`src/rtl/seven_seg_pkg.sv`:
```
// Shared constants and helpers for the seven-segment scan driver.
// Segment patterns are active-low, packed {a,b,c,d,e,f,g} with a in the MSB.
package seven_seg_pkg;

    localparam logic [6:0] SEG_OFF = 7'b1111111;

    localparam logic [6:0] HEX_SEG [16] = '{
        7'b0000001, 7'b1001111, 7'b0010010, 7'b0000110,
        7'b1001100, 7'b0100100, 7'b0100000, 7'b0001111,
        7'b0000000, 7'b0001100, 7'b0001000, 7'b1100000,
        7'b0110001, 7'b1000010, 7'b0110000, 7'b0111000
    };

    function automatic logic [6:0] hex_to_seg(input logic [3:0] value);
        return HEX_SEG[value];
    endfunction

    // Counter width for a modulo-n counter, never narrower than one bit.
    function automatic int cnt_width(input int n);
        return (n > 1) ? $clog2(n) : 1;
    endfunction

endpackage

```
`src/rtl/seven_seg_scan_timer.sv`:
```
// Slot divider, digit index, frame counter and blink phase for the scan driver.
// frame_start is combinational so the snapshot and frame_tick can use the same edge.
module seven_seg_scan_timer
    import seven_seg_pkg::*;
#(
    parameter int NUM_DIGITS   = 4,
    parameter int SCAN_DIV     = 100000,
    parameter int BLINK_FRAMES = 250,
    localparam int DIV_W       = cnt_width(SCAN_DIV),
    localparam int IDX_W       = cnt_width(NUM_DIGITS),
    localparam int FRM_W       = cnt_width(BLINK_FRAMES)
) (
    input  logic             clk,
    input  logic             rst_n,
    output logic [DIV_W-1:0] div_cnt,
    output logic [IDX_W-1:0] digit_idx,
    output logic             blink_phase,
    output logic             frame_start
);

    logic [FRM_W-1:0] frame_cnt;

    assign frame_start = (div_cnt == '0) && (digit_idx == '0);

    always_ff @(posedge clk) begin
        if (!rst_n) begin
            div_cnt     <= '0;
            digit_idx   <= '0;
            frame_cnt   <= '0;
            blink_phase <= 1'b0;
        end else begin
            if (div_cnt == DIV_W'(SCAN_DIV - 1)) begin
                div_cnt   <= '0;
                digit_idx <= (digit_idx == IDX_W'(NUM_DIGITS - 1)) ? '0 : digit_idx + IDX_W'(1);
            end else begin
                div_cnt <= div_cnt + DIV_W'(1);
            end
            // Blink phase flips once every BLINK_FRAMES frame starts.
            if (frame_start) begin
                if (frame_cnt == FRM_W'(BLINK_FRAMES - 1)) begin
                    frame_cnt   <= '0;
                    blink_phase <= ~blink_phase;
                end else begin
                    frame_cnt <= frame_cnt + FRM_W'(1);
                end
            end
        end
    end

endmodule

```
`src/rtl/seven_seg_scan_driver.sv`:
```
// Time-multiplexed common-anode seven-segment driver with dead time,
// frame-coherent input snapshots, blanking, blinking and decimal points.
module seven_seg_scan_driver
    import seven_seg_pkg::*;
#(
    parameter int NUM_DIGITS   = 4,
    parameter int SCAN_DIV     = 100000,
    parameter int DEAD_CYCLES  = 64,
    parameter int BLINK_FRAMES = 250
) (
    input  logic                    clk,
    input  logic                    rst_n,
    input  logic                    enable,
    input  logic [4*NUM_DIGITS-1:0] digits,
    input  logic [NUM_DIGITS-1:0]   dp_in,
    input  logic [NUM_DIGITS-1:0]   blank,
    input  logic [NUM_DIGITS-1:0]   blink,
    output logic [6:0]              segments,
    output logic                    dp_n,
    output logic [NUM_DIGITS-1:0]   anode_active,
    output logic                    frame_tick
);

    localparam int DIV_W = cnt_width(SCAN_DIV);
    localparam int IDX_W = cnt_width(NUM_DIGITS);

    logic [DIV_W-1:0]        div_cnt;
    logic [IDX_W-1:0]        digit_idx;
    logic                    blink_phase;
    logic                    frame_start;

    logic [4*NUM_DIGITS-1:0] digits_s, digits_eff;
    logic [NUM_DIGITS-1:0]   dp_s, blank_s, blink_s;
    logic [NUM_DIGITS-1:0]   dp_eff, blank_eff, blink_eff;
    logic [3:0]              cur_digit;
    logic                    cur_dp, cur_blank, cur_blink;
    logic                    in_dead, dark;

    seven_seg_scan_timer #(
        .NUM_DIGITS  (NUM_DIGITS),
        .SCAN_DIV    (SCAN_DIV),
        .BLINK_FRAMES(BLINK_FRAMES)
    ) u_timer (
        .clk        (clk),
        .rst_n      (rst_n),
        .div_cnt    (div_cnt),
        .digit_idx  (digit_idx),
        .blink_phase(blink_phase),
        .frame_start(frame_start)
    );

    always_ff @(posedge clk) begin
        if (!rst_n) begin
            digits_s <= '0;
            dp_s     <= '0;
            blank_s  <= '0;
            blink_s  <= '0;
        end else if (frame_start) begin
            digits_s <= digits;
            dp_s     <= dp_in;
            blank_s  <= blank;
            blink_s  <= blink;
        end
    end

    // The frame-start cycle already belongs to the new frame, so it sees the
    // values being captured; this matters when dead time is disabled.
    assign digits_eff = frame_start ? digits : digits_s;
    assign dp_eff     = frame_start ? dp_in  : dp_s;
    assign blank_eff  = frame_start ? blank  : blank_s;
    assign blink_eff  = frame_start ? blink  : blink_s;

    always_comb begin
        cur_digit = '0;
        cur_dp    = 1'b0;
        cur_blank = 1'b0;
        cur_blink = 1'b0;
        for (int i = 0; i < NUM_DIGITS; i++) begin
            if (digit_idx == IDX_W'(i)) begin
                cur_digit = digits_eff[4*i +: 4];
                cur_dp    = dp_eff[i];
                cur_blank = blank_eff[i];
                cur_blink = blink_eff[i];
            end
        end
    end

    assign in_dead = int'(div_cnt) < DEAD_CYCLES;
    assign dark    = !enable || cur_blank || (cur_blink && blink_phase);

    always_ff @(posedge clk) begin
        if (!rst_n) begin
            anode_active <= '1;
            segments     <= SEG_OFF;
            dp_n         <= 1'b1;
            frame_tick   <= 1'b0;
        end else begin
            frame_tick <= frame_start;
            if (in_dead || dark) begin
                anode_active <= '1;
                segments     <= SEG_OFF;
                dp_n         <= 1'b1;
            end else begin
                anode_active <= ~(NUM_DIGITS'(1) << digit_idx);
                segments     <= hex_to_seg(cur_digit);
                dp_n         <= ~cur_dp;
            end
        end
    end

endmodule

```
`config.mk`:
```
export PLATFORM = sky130hd
export DESIGN_NAME = seven_seg_scan_driver
export DESIGN_NICKNAME = d
export VERILOG_FILES = /design/src/rtl/seven_seg_pkg.sv /design/src/rtl/seven_seg_scan_timer.sv /design/src/rtl/seven_seg_scan_driver.sv
export SDC_FILE = /design/constraint.sdc
export NUM_CORES = 1
export LEC_CHECK = 0
export BUFFER_PORTS_ARGS = -buffer_cell sky130_fd_sc_hd__buf_2
export CAP_MARGIN = 20
export CORE_UTILIZATION = 56
export DETAILED_ROUTE_END_ITERATION = 10
export PLACE_DENSITY = 0.77
export SLEW_MARGIN = 10
export SYNTH_ARGS = -nofsm -noshare
export SYNTH_HDL_FRONTEND = slang
export SYNTH_HIERARCHICAL = 1
export SYNTH_SLANG_ARGS = --single-unit
export TNS_END_PERCENT = 5
```
`constraint.sdc`:
```
create_clock -name clk -period 4.49 [get_ports clk]
set_input_delay 0.6735 -clock clk [delete_from_list [all_inputs] [get_ports clk]]
set_output_delay 0.6735 -clock clk [all_outputs]
set_load 0.05 [all_outputs]
```
==> PnR_summary.wiki, run 1 <==
{| class="wikitable"
! Metric !! Value
|-
| I/O Buffers || 43
|-
| WS Path Type || register to register
|-
| Iteration-0 DRC count of the detailed router || 120
|-
| HP Class || register to register
|-
| Total iterations of the first detailed-routing run || 4
|-
| Global-route wire length before repair || 11400 um
|-
| Final clock period utilization by the worst path || 87.6%
|-
| Maximum number of pins on one net before global-route repair || 46
|-
| Clk Latency, worst-skew pair || 0.35 ns
|-
| Count of flip-flops with a built-in enable after synthesis || 0
|-
| Htree depth || 3
|-
| Cell area power density || 345 mW/mm2
|-
| Time the worst path needs with I/O delays and setup || roughly 3.9 ns
|-
| Most used flip-flop cell after synthesis || dfxtp_1
|-
| Share of Yosys cell area claimed by the top area cell type || roughly 39%
|-
| Tot GR Track Use || 22.6%
|-
| Slew Limit Fails || 0
|-
| GPL Wtd Cong || between 0.8 and 0.9
|-
| Fill cell instance count of the final layout || 489
|-
| Vias in the first global route || 2562
|-
| Async S/R FF share, synth || 0%
|-
| Worst Skew || between 0.007 and 0.008 ns
|-
| Arrival time at the worst endpoint || around 4.2 ns
|-
| Count of different cell masters after synthesis || 59
|-
| Highest clock frequency the design can meet || 254 MHz
|-
| Final Setup Violations || 0
|-
| Area of the core || 0.00599 mm2
|-
| Worst Reg-to-Reg Cells || 12
|-
| Number of nets produced by synthesis || between 300 and 400
|-
| Maximum ir drop on the vdd rail || 231 uV
|-
| Leading cell type in the layout, fill and taps excluded || dfxtp_1
|-
| Final Hold Fails || 0
|-
| Starting Density || just under 60%
|-
| Max-cap violations || 0
|-
| Yosys warning total || 6
|-
| Mapped Avg Cell Area || 10.2 um2
|-
| Via-per-instance ratio || between 5 and 6
|-
| Antenna viol nets, final || 0
|-
| Kind of start point of the critical path || register
|-
| Area growth from synthesis to final layout || 11.2%
|-
| Proportion of layout cells with a drive suffix above 1 || a little under a quarter
|-
| Clk sink count || 69
|-
| Least-Margin Pin Slew || 1.05 ns
|-
| Drt total wl || approximately 6600 um
|-
| Cell Rows || 28
|-
| Number of buffers inserted for hold repair after clock tree synthesis || 0
|-
| Resized Gates After CTS || 0
|-
| Required time reported for the critical path endpoint || about 4.7 ns
|-
| Flip-flop and latch count after synthesis || ~70
|-
| Die Span X || 81.3 um
|-
| Main area contributors after synthesis || dfxtp_1 39%, mux2i_1 8.8%, mux4_2 5.8%
|-
| Leading area contributor after synthesis || dfxtp_1
|-
| Portion of the post-synthesis area used by sequential elements || roughly 40%
|-
| Cells on Worst Hold Path || 1
|-
| Wirelength per Cell || between 10 and 15 um
|-
| Endpoint type of the worst setup path || register
|-
| Vertical extent of the die || about 81 um
|-
| I/O pin total || 44
|-
| Total design power || 1.35 mW
|-
| Total Negative Setup Slacks || 0 ns
|-
| Antenna violations before repair || 0
|-
| Die area || 0.00660 mm2
|-
| Aggregate global routing overflow || 0
|-
| Via count || roughly 2.6k
|-
| Post-DP HPWL || ~4600 um
|-
| Final net count || around 430
|-
| Clock edge transition at the registers on the reported setup and hold paths || about 0.08 ns
|-
| Ant diodes || 0
|-
| Unrepaired setup endpoints after global routing || no
|-
| Crit-path max FO || 14
|-
| Worst slew margin relative to its limit || between 20 and 30%
|-
| Gate count after technology mapping || 346
|-
| Setup Buffers After CTS || 0
|-
| Combined area of all synthesized cells || 0.00352 mm2
|-
| CTS Root Cell || clkbuf_8
|-
| Outcome || completed
|-
| Commonest cells after routing, fill and taps aside || 69 x dfxtp_1, 43 x buf_2, 31 x mux2i_1
|-
| Clock Tree Buf Depth || 2
|-
| TritonCTS clock tree || yes
|-
| Number of remaining DRC errors || 0
|-
| Cts bufs inserted || 9
|-
| Leakage || roughly 1.5 nW
|}
-- layer usage --
| layer | up-vias | part of all wire, % | track usage (%) |
|---|---|---|---|
| li1 | 1322 | - | - |
| met1 | 1219 | 46 | 28.4 |
| met2 | 88 | 47 | 37.1 |
| met3 | 15 | 5.4 | 4.49 |
| met4 | 0 | 2.1 | 10.5 |
| met5 | - | 0 | 0 |
-- synthesized netlist by cell type (2+ instances only) --
library cell and instances:
nor3_1 7, dfxtp_1 69, o21ai_1 2, mux2i_1 31, and3_1 3, o221a_2 3
mux2_2 4, ha_1 11, inv_1 15, buf_4 3, nand2_1 18, or2_0 2
xnor2_1 6, and2_1 4, a21oi_1 6, or3_1 3, xor2_1 6, o211ai_1 4
buf_6 6, o21ai_0 7, o311ai_0 2, o21a_1 2, nand3b_1 3, a21boi_0 3
nor4b_1 2, nand4_1 3, nand3_1 15, nor2b_1 30, nor4_1 5, clkbuf_1 5
o31ai_1 5, or4_1 5, mux4_2 9, and4_1 3, nor2_1 16, buf_2 5
-- worst max-delay path: stages, from the launching register on --
cell      delay, ns
dfxtp_1        0.35
inv_1          0.07
ha_1           0.14
nor4b_4        0.19
nand4_2        0.30
or2_0          0.45
inv_2          0.34
buf_4          0.27
mux4_2         0.53
mux2i_2        0.61
mux2_2         0.41
nand2_1        0.06
o211ai_1       0.08
-- metrics by stage --
step / util, % / area (um2) / hold WS (ns) / worst slack [ns] / cells
after floorplan: - / 3520 / 0.441 / 1.19 / 346
after global placement: 62.3 / 3730 / 0.458 / 0.705 / 450
after detailed placement: 62.3 / 3730 / 0.477 / 0.582 / 450
after CTS: 65.3 / 3910 / 0.495 / 0.563 / 466
after global routing: 65.3 / 3910 / 0.536 / 0.284 / 466
final: 65.3 / 3910 / 0.483 / 0.559 / 466
-- cells by family after synthesis --
kind of cell	count (synthesis)	share of synthesized area [%]
simple gates	132	22.9
flops	69	39.3
mux	45	16.3
compound gates	42	9.11
buf+inv	35	5.51
xor+xnor	12	2.99
fa+ha+maj	11	3.91
-- where the power goes --
group | leakage [nW] | switching (mW) | internal, mW
sequential | 0.563 | 0.0154 | 0.641
combinational | 0.866 | 0.119 | 0.109
clock | 0.0829 | 0.259 | 0.207
total | 1.51 | 0.393 | 0.956
-- registers in the layout (all words and copies together), names as in the netlist --
| register | count |
|---|---|
| u_timer/div_cnt | 17 |
| digits_s | 16 |
| u_timer/frame_cnt | 8 |
| segments | 7 |
| anode_active | 4 |
| blank_s | 4 |
| blink_s | 4 |
| dp_s | 4 |
| u_timer/digit_idx | 2 |
| dp_n | 1 |
| frame_tick | 1 |
| u_timer/blink_phase | 1 |
-- final timing paths --
check,start,to,slack (ns)
max,u_timer/div_cnt[0],segments[1],0.56
min,u_timer/div_cnt[0],u_timer/div_cnt[0],0.48
max reg2reg,u_timer/div_cnt[0],segments[1],0.56
min reg2reg,u_timer/div_cnt[0],u_timer/div_cnt[0],0.48
-- final cells by class --
| class | instances | area, um2 | area share (%) |
|---|---|---|---|
| well taps | 75 | 93.8 | 2.40 |
| flip-flops and latches | 69 | 1380 | 35.3 |
| repair buffers | 48 | 253 | 6.46 |
| clock buffers | 9 | 124 | 3.17 |
| inverters | 16 | 60.1 | 1.54 |
| clock inverters | 7 | 57.6 | 1.47 |
| multi-input cells | 242 | 1940 | 49.6 |
No activity file was read; power rests on OpenSTA's default activity.
==> run 2: changes to the inputs <==
==> constraint.sdc (replaced) <==
create_clock -name clk -period 4.6 [get_ports clk]
set_input_delay 0.69 -clock clk [delete_from_list [all_inputs] [get_ports clk]]
set_output_delay 0.69 -clock clk [all_outputs]
set_load 0.05 [all_outputs]
==> run 2 against run 1 <==
Routed wire length decreased by 1.5%. Register-to-register slack better by 0.09 ns. Worst hold slack got worse by 0.0061 ns. Highest routed layer unchanged. Clock skew rose by 0.0018 ns. Setup slack improved by 0.089 ns. Largest power group unchanged. Largest cell class unchanged. Non-clock buffer count is 1 higher. Total power increased by 3.1%. Maximum frequency shrank 0.54%. Via count down 0.98%.
==> PnR_summary.wiki, run 2 (synthesized netlist as in run 1, its figures left out) <==
{| class="wikitable"
! Metric !! Value
|-
| Worst slew margin relative to its limit || about 53%
|-
| Post-DP HPWL || 4510 um
|-
| I/O Buffers || 43
|-
| Final net count || about 430
|-
| Antenna violations before repair || 0
|-
| Total Negative Setup Slacks || 0 ns
|-
| Cell Rows || 28
|-
| Total design power || around 1.4 mW
|-
| Leading cell type in the layout, fill and taps excluded || dfxtp_1
|-
| Maximum number of pins on one net before global-route repair || 46
|-
| Total iterations of the first detailed-routing run || 4
|-
| Antenna viol nets, final || 0
|-
| Cell area power density || roughly 350 mW/mm2
|-
| Clock edge transition at the registers on the reported setup and hold paths || 0.07 ns
|-
| Setup Buffers After CTS || 0
|-
| Post-place instance area || between 0.003 and 0.004 mm2
|-
| Kind of start point of the critical path || register
|-
| TritonCTS clock tree || yes
|-
| Die Span X || just over 80 um
|-
| Slack of the worst reg-to-reg path || between 0.6 and 0.7 ns
|-
| Tot GR Track Use || around 22%
|-
| Area of the core || ~0.0060 mm2
|-
| Leakage || roughly 1.5 nW
|-
| Drt total wl || about 6500 um
|-
| Final Hold Fails || 0
|-
| Final Setup Violations || 0
|-
| Biggest cell delay along the critical path || between 0.4 and 0.5 ns
|-
| GPL Wtd Cong || 0.859
|-
| Vias in the first global route || 2487
|-
| Layout Cells excl Fill || between 400 and 500
|-
| Die area || ~0.0066 mm2
|-
| Hold slack || about 0.48 ns
|-
| WS Path Type || register to register
|-
| Summed area of non-filler cells in the final layout || roughly 0.004 mm2
|-
| Clk Latency, worst-skew pair || 0.34 ns
|-
| Least-Margin Pin Slew || roughly 0.7 ns
|-
| Endpoint type of the worst setup path || register
|-
| Proportion of layout cells with a drive suffix above 1 || a little under a quarter
|-
| Critical Path, Cell by Cell || inv_1 > ha_1 > nor4b_4 > nand4_2 > or2_0 > inv_2 > mux2i_1 > mux2_2 > a21oi_1 > inv_1 > ha_1 > or2_0 > a21oi_1 > o21ai_1
|-
| Iteration-0 DRC count of the detailed router || between 70 and 80
|-
| Commonest cells after routing, fill and taps aside || 69 x dfxtp_1, 43 x buf_2, 31 x mux2i_1
|-
| Final clock period utilization by the worst path || 85.9%
|-
| Required time reported for the critical path endpoint || slightly below 5 ns
|-
| Vertical extent of the die || between 80 and 90 um
|-
| Flip-flop count of the largest register, all copies and words added || 17
|-
| Number of buffers inserted for hold repair after clock tree synthesis || 0
|-
| Via count || ~2.6k
|-
| Time the worst path needs with I/O delays and setup || just under 4 ns
|-
| Unrepaired setup endpoints after global routing || no
|-
| Crit-path max FO || 22
|-
| Clk sink count || slightly below 70
|-
| Outcome || completed
|-
| Global-route wire length before repair || between 10000 and 15000 um
|-
| Cts bufs inserted || 9
|-
| Starting Density || between 50% and 60%
|-
| Fill cell instance count of the final layout || between 400 and 500
|-
| Cell total after placement || 450
|-
| Wirelength per Cell || roughly 14 um
|-
| Area growth from synthesis to final layout || 12.4%
|-
| Arrival time at the worst endpoint || ~4.2 ns
|-
| Aggregate global routing overflow || 0
|-
| Largest registers || u_timer/div_cnt x17, digits_s x16, u_timer/frame_cnt x8
|-
| Htree depth || 3
|-
| I/O pin total || 44
|-
| Via-per-instance ratio || roughly 5.6
|-
| Maximum ir drop on the vdd rail || 283 uV
|-
| Top reg by flops || u_timer/div_cnt
|-
| Ant diodes || 0
|-
| HP Class || register to register
|-
| Worst Skew || about 0.0095 ns
|-
| Resized Gates After CTS || 0
|-
| Slew Limit Fails || 0
|-
| Cell with the biggest individual delay on the critical path || inv_2
|-
| CTS Root Cell || clkbuf_8
|-
| Clock Tree Buf Depth || 2
|-
| Number of remaining DRC errors || 0
|-
| Max-cap violations || 0
|-
| Highest clock frequency the design can meet || around 250 MHz
|}
==> run 2: cell count changes in the layout (fill, tap and decap cells not counted), sizes merged <==
cell,before,now
inv,19,16
clkbuf,9,10
buf,48,49
bufinv,0,2
==> run 2: power breakdown <==
| part | leakage [nW] | switching [mW] | total, mW | internal (mW) |
|---|---|---|---|---|
| clock network | 0.0985 | 0.225 | 0.530 | 0.304 |
| logic | 0.871 | 0.114 | 0.221 | 0.107 |
| registers | 0.563 | 0.0143 | 0.640 | 0.626 |
==> run 2: metal layers <==
metal	up-vias	GRT usage (%)	share of wire, %
li1	1320	-	-
met2	50	39.3	50
met1	1242	24.5	45
met4	0	6.79	0.81
met3	6	7.19	3.9
met5	-	0	0
==> run 2: final timing paths <==
check	endpoint	start	cells after the start
setup / recovery	segments[3]	u_timer/div_cnt[0]	14
hold / removal	u_timer/div_cnt[0]	u_timer/div_cnt[0]	1
setup reg to reg	segments[3]	u_timer/div_cnt[0]	14
hold reg to reg	u_timer/div_cnt[0]	u_timer/div_cnt[0]	1
==> run 2: layout make-up <==
class,count,area [um2],area share [%]
multi-input combinational,242,1940,49.1
sequential,69,1380,34.9
timing repair buffer,49,260,6.58
clock buffer,10,128,3.23
tap,75,93.8,2.37
clock inverter,6,87.6,2.22
inverter,16,60.1,1.52
==> run 2: per-stage QoR <==
step | worst slack [ns] | utilization [%]
2_1_floorplan | 1.30 | -
3_3_place_gp | 0.808 | 62.3
3_5_place_dp | 0.678 | 62.3
4_1_cts | 0.638 | 65.9
5_1_grt | 0.285 | 66.0
6_report | 0.648 | 66.0
==> run 2: critical path, delay by kind of cell (launching register included) <==
kind,cells,cell delay (ns)
DFF,1,0.34
AOI/OAI and AO/OA,3,0.63
buffers and inverters,3,0.69
and+or+nand+nor,4,1.18
muxes,2,0.50
adders and majority gates,2,0.49
==> run 3: changes to the inputs <==
--- a/config.mk
+++ b/config.mk
@@ -7,9 +7,10 @@
 export LEC_CHECK = 0
 export BUFFER_PORTS_ARGS = -buffer_cell sky130_fd_sc_hd__buf_2
 export CAP_MARGIN = 20
+export CORE_MARGIN = 2
 export CORE_UTILIZATION = 56
 export DETAILED_ROUTE_END_ITERATION = 10
-export PLACE_DENSITY = 0.77
+export PLACE_DENSITY = 0.76
 export SLEW_MARGIN = 10
 export SYNTH_ARGS = -nofsm -noshare
 export SYNTH_HDL_FRONTEND = slang
==> run 3 against run 2 <==
Global-route usage down 0.79 points. Total power about the same. Routed wire length up 3.7%. Count of clock-buffer cells in the layout down 1. Critical path type unchanged. Largest power group unchanged.
==> PnR_summary.wiki, run 3 (synthesized netlist as in run 1, its figures left out) <==
{| class="wikitable"
! Metric !! Value
|-
| Clk Latency, worst-skew pair || 0.35 ns
|-
| HP Class || register to register
|-
| Cell area power density || about 350 mW/mm2
|-
| Die Span X || between 80 and 90 um
|-
| Total Negative Setup Slacks || 0 ns
|-
| Proportion of layout cells with a drive suffix above 1 || 23.6%
|-
| Antenna violations before repair || 0
|-
| Worst slew margin relative to its limit || roughly half
|-
| Tot GR Track Use || between 20% and 30%
|-
| Cell Rows || 28
|-
| Clk sink count || a little under 70
|-
| Wirelength per Cell || 14.5 um
|-
| Leakage || around 1.5 nW
|-
| Hold slack || around 0.47 ns
|-
| Top reg by flops || u_timer/div_cnt
|-
| Least-Margin Pin Slew || approximately 0.73 ns
|-
| Worst Skew || between 0.009 and 0.01 ns
|-
| Slack of the worst reg-to-reg path || ~0.58 ns
|-
| Required time reported for the critical path endpoint || around 4.8 ns
|-
| Area growth from synthesis to final layout || 12.1%
|-
| Unrepaired setup endpoints after global routing || no
|-
| Antenna viol nets, final || 0
|-
| Final net count || 428
|-
| Starting Density || about 59%
|-
| TritonCTS clock tree || yes
|-
| Leading cell type in the layout, fill and taps excluded || dfxtp_1
|-
| Global-route wire length before repair || around 12000 um
|-
| Resized Gates After CTS || 0
|-
| Number of buffers inserted for hold repair after clock tree synthesis || 0
|-
| Drt total wl || around 6800 um
|-
| Setup slack after placement || around 0.52 ns
|-
| Final Hold Fails || 0
|-
| Time the worst path needs with I/O delays and setup || between 4 and 5 ns
|-
| GPL Wtd Cong || 0.810
|-
| Maximum ir drop on the vdd rail || roughly 380 uV
|-
| Total iterations of the first detailed-routing run || 4
|-
| Cts bufs inserted || 9
|-
| Kind of start point of the critical path || register
|-
| Maximum number of pins on one net before global-route repair || 46
|-
| Iteration-0 DRC count of the detailed router || 83
|-
| Via-per-instance ratio || 5.57
|-
| Via count || about 2.6k
|-
| Clock edge transition at the registers on the reported setup and hold paths || approximately 0.07 ns
|-
| Final Setup Violations || 0
|-
| Max-cap violations || 0
|-
| I/O Buffers || 43
|-
| Arrival time at the worst endpoint || 4.22 ns
|-
| Die area || just under 0.007 mm2
|-
| Vias in the first global route || ~2.6k
|-
| Clock Tree Buf Depth || 2
|-
| Largest registers || u_timer/div_cnt x17, digits_s x16, u_timer/frame_cnt x8
|-
| Flip-flop count of the largest register, all copies and words added || 17
|-
| Final clock period utilization by the worst path || between 80% and 90%
|-
| Commonest cells after routing, fill and taps aside || 69 x dfxtp_1, 43 x buf_2, 31 x mux2i_1
|-
| Crit-path max FO || 24
|-
| WS Path Type || register to register
|-
| Area of the core || roughly 0.0060 mm2
|-
| Setup Buffers After CTS || 0
|-
| Total design power || between 1 and 1.5 mW
|-
| I/O pin total || 44
|-
| Endpoint type of the worst setup path || register
|-
| Ant diodes || 0
|-
| Number of remaining DRC errors || 0
|-
| Highest clock frequency the design can meet || around 250 MHz
|-
| CTS Root Cell || clkbuf_8
|-
| Aggregate global routing overflow || 0
|-
| Vertical extent of the die || 83.3 um
|-
| Slew Limit Fails || 0
|-
| Slack of the critical path || slightly below 0.6 ns
|-
| Htree depth || 3
|-
| Post-DP HPWL || 4730 um
|-
| Outcome || completed
|}
run 3: worst paths after layout:
| path | cells past startpoint | start | to |
|---|---|---|---|
| max reg2reg | 14 | u_timer/div_cnt[0] | segments[3] |
| min | 1 | u_timer/div_cnt[0] | u_timer/div_cnt[0] |
| max | 14 | u_timer/div_cnt[0] | segments[3] |
| min reg2reg | 1 | u_timer/div_cnt[0] | u_timer/div_cnt[0] |
run 3: layer usage:
metal	wire length (um)	up-vias	GRT usage (%)
li1	-	1316	-
met1	3120	1210	26.2
met2	3210	54	34.3
met3	324	10	7.85
met4	106	0	6.56
met5	0	-	0
run 3: metrics by stage:
step | utilization, % | cells | instance area [um2]
after floorplan | - | 346 | 3520
after global placement | 62.1 | 449 | 3720
after detailed placement | 62.1 | 449 | 3720
after CTS | 65.7 | 464 | 3940
after global routing | 65.8 | 465 | 3940
final | 65.8 | 465 | 3940
run 3: worst max-delay path, cell delays in order, from the launching register on:
cell     delay (ns)
dfxtp_1        0.34
inv_1          0.06
ha_1           0.14
nor4b_4        0.19
nand4_2        0.29
or2_0          0.46
inv_2          0.53
mux2i_1        0.19
mux2_2         0.30
a21oi_1        0.41
inv_1          0.12
ha_1           0.36
or2_0          0.24
a21oi_1        0.15
o21ai_1        0.09
run 3: report_power, final:
part	leakage, nW	internal [mW]	switching [mW]
sequential	0.563	0.626	0.0147
combinational	0.866	0.107	0.115
clock	0.101	0.302	0.227
total	1.53	1.03	0.356
run 3: area by class of cell:
cell class / count / area [um2]
inverters: 16 / 60.1
fillers: 476 / 2050
multi-input cells: 242 / 1940
clock inverters: 6 / 88.8
repair buffers: 48 / 253
clock buffers: 9 / 124
flip-flops and latches: 69 / 1380
well taps: 75 / 93.8
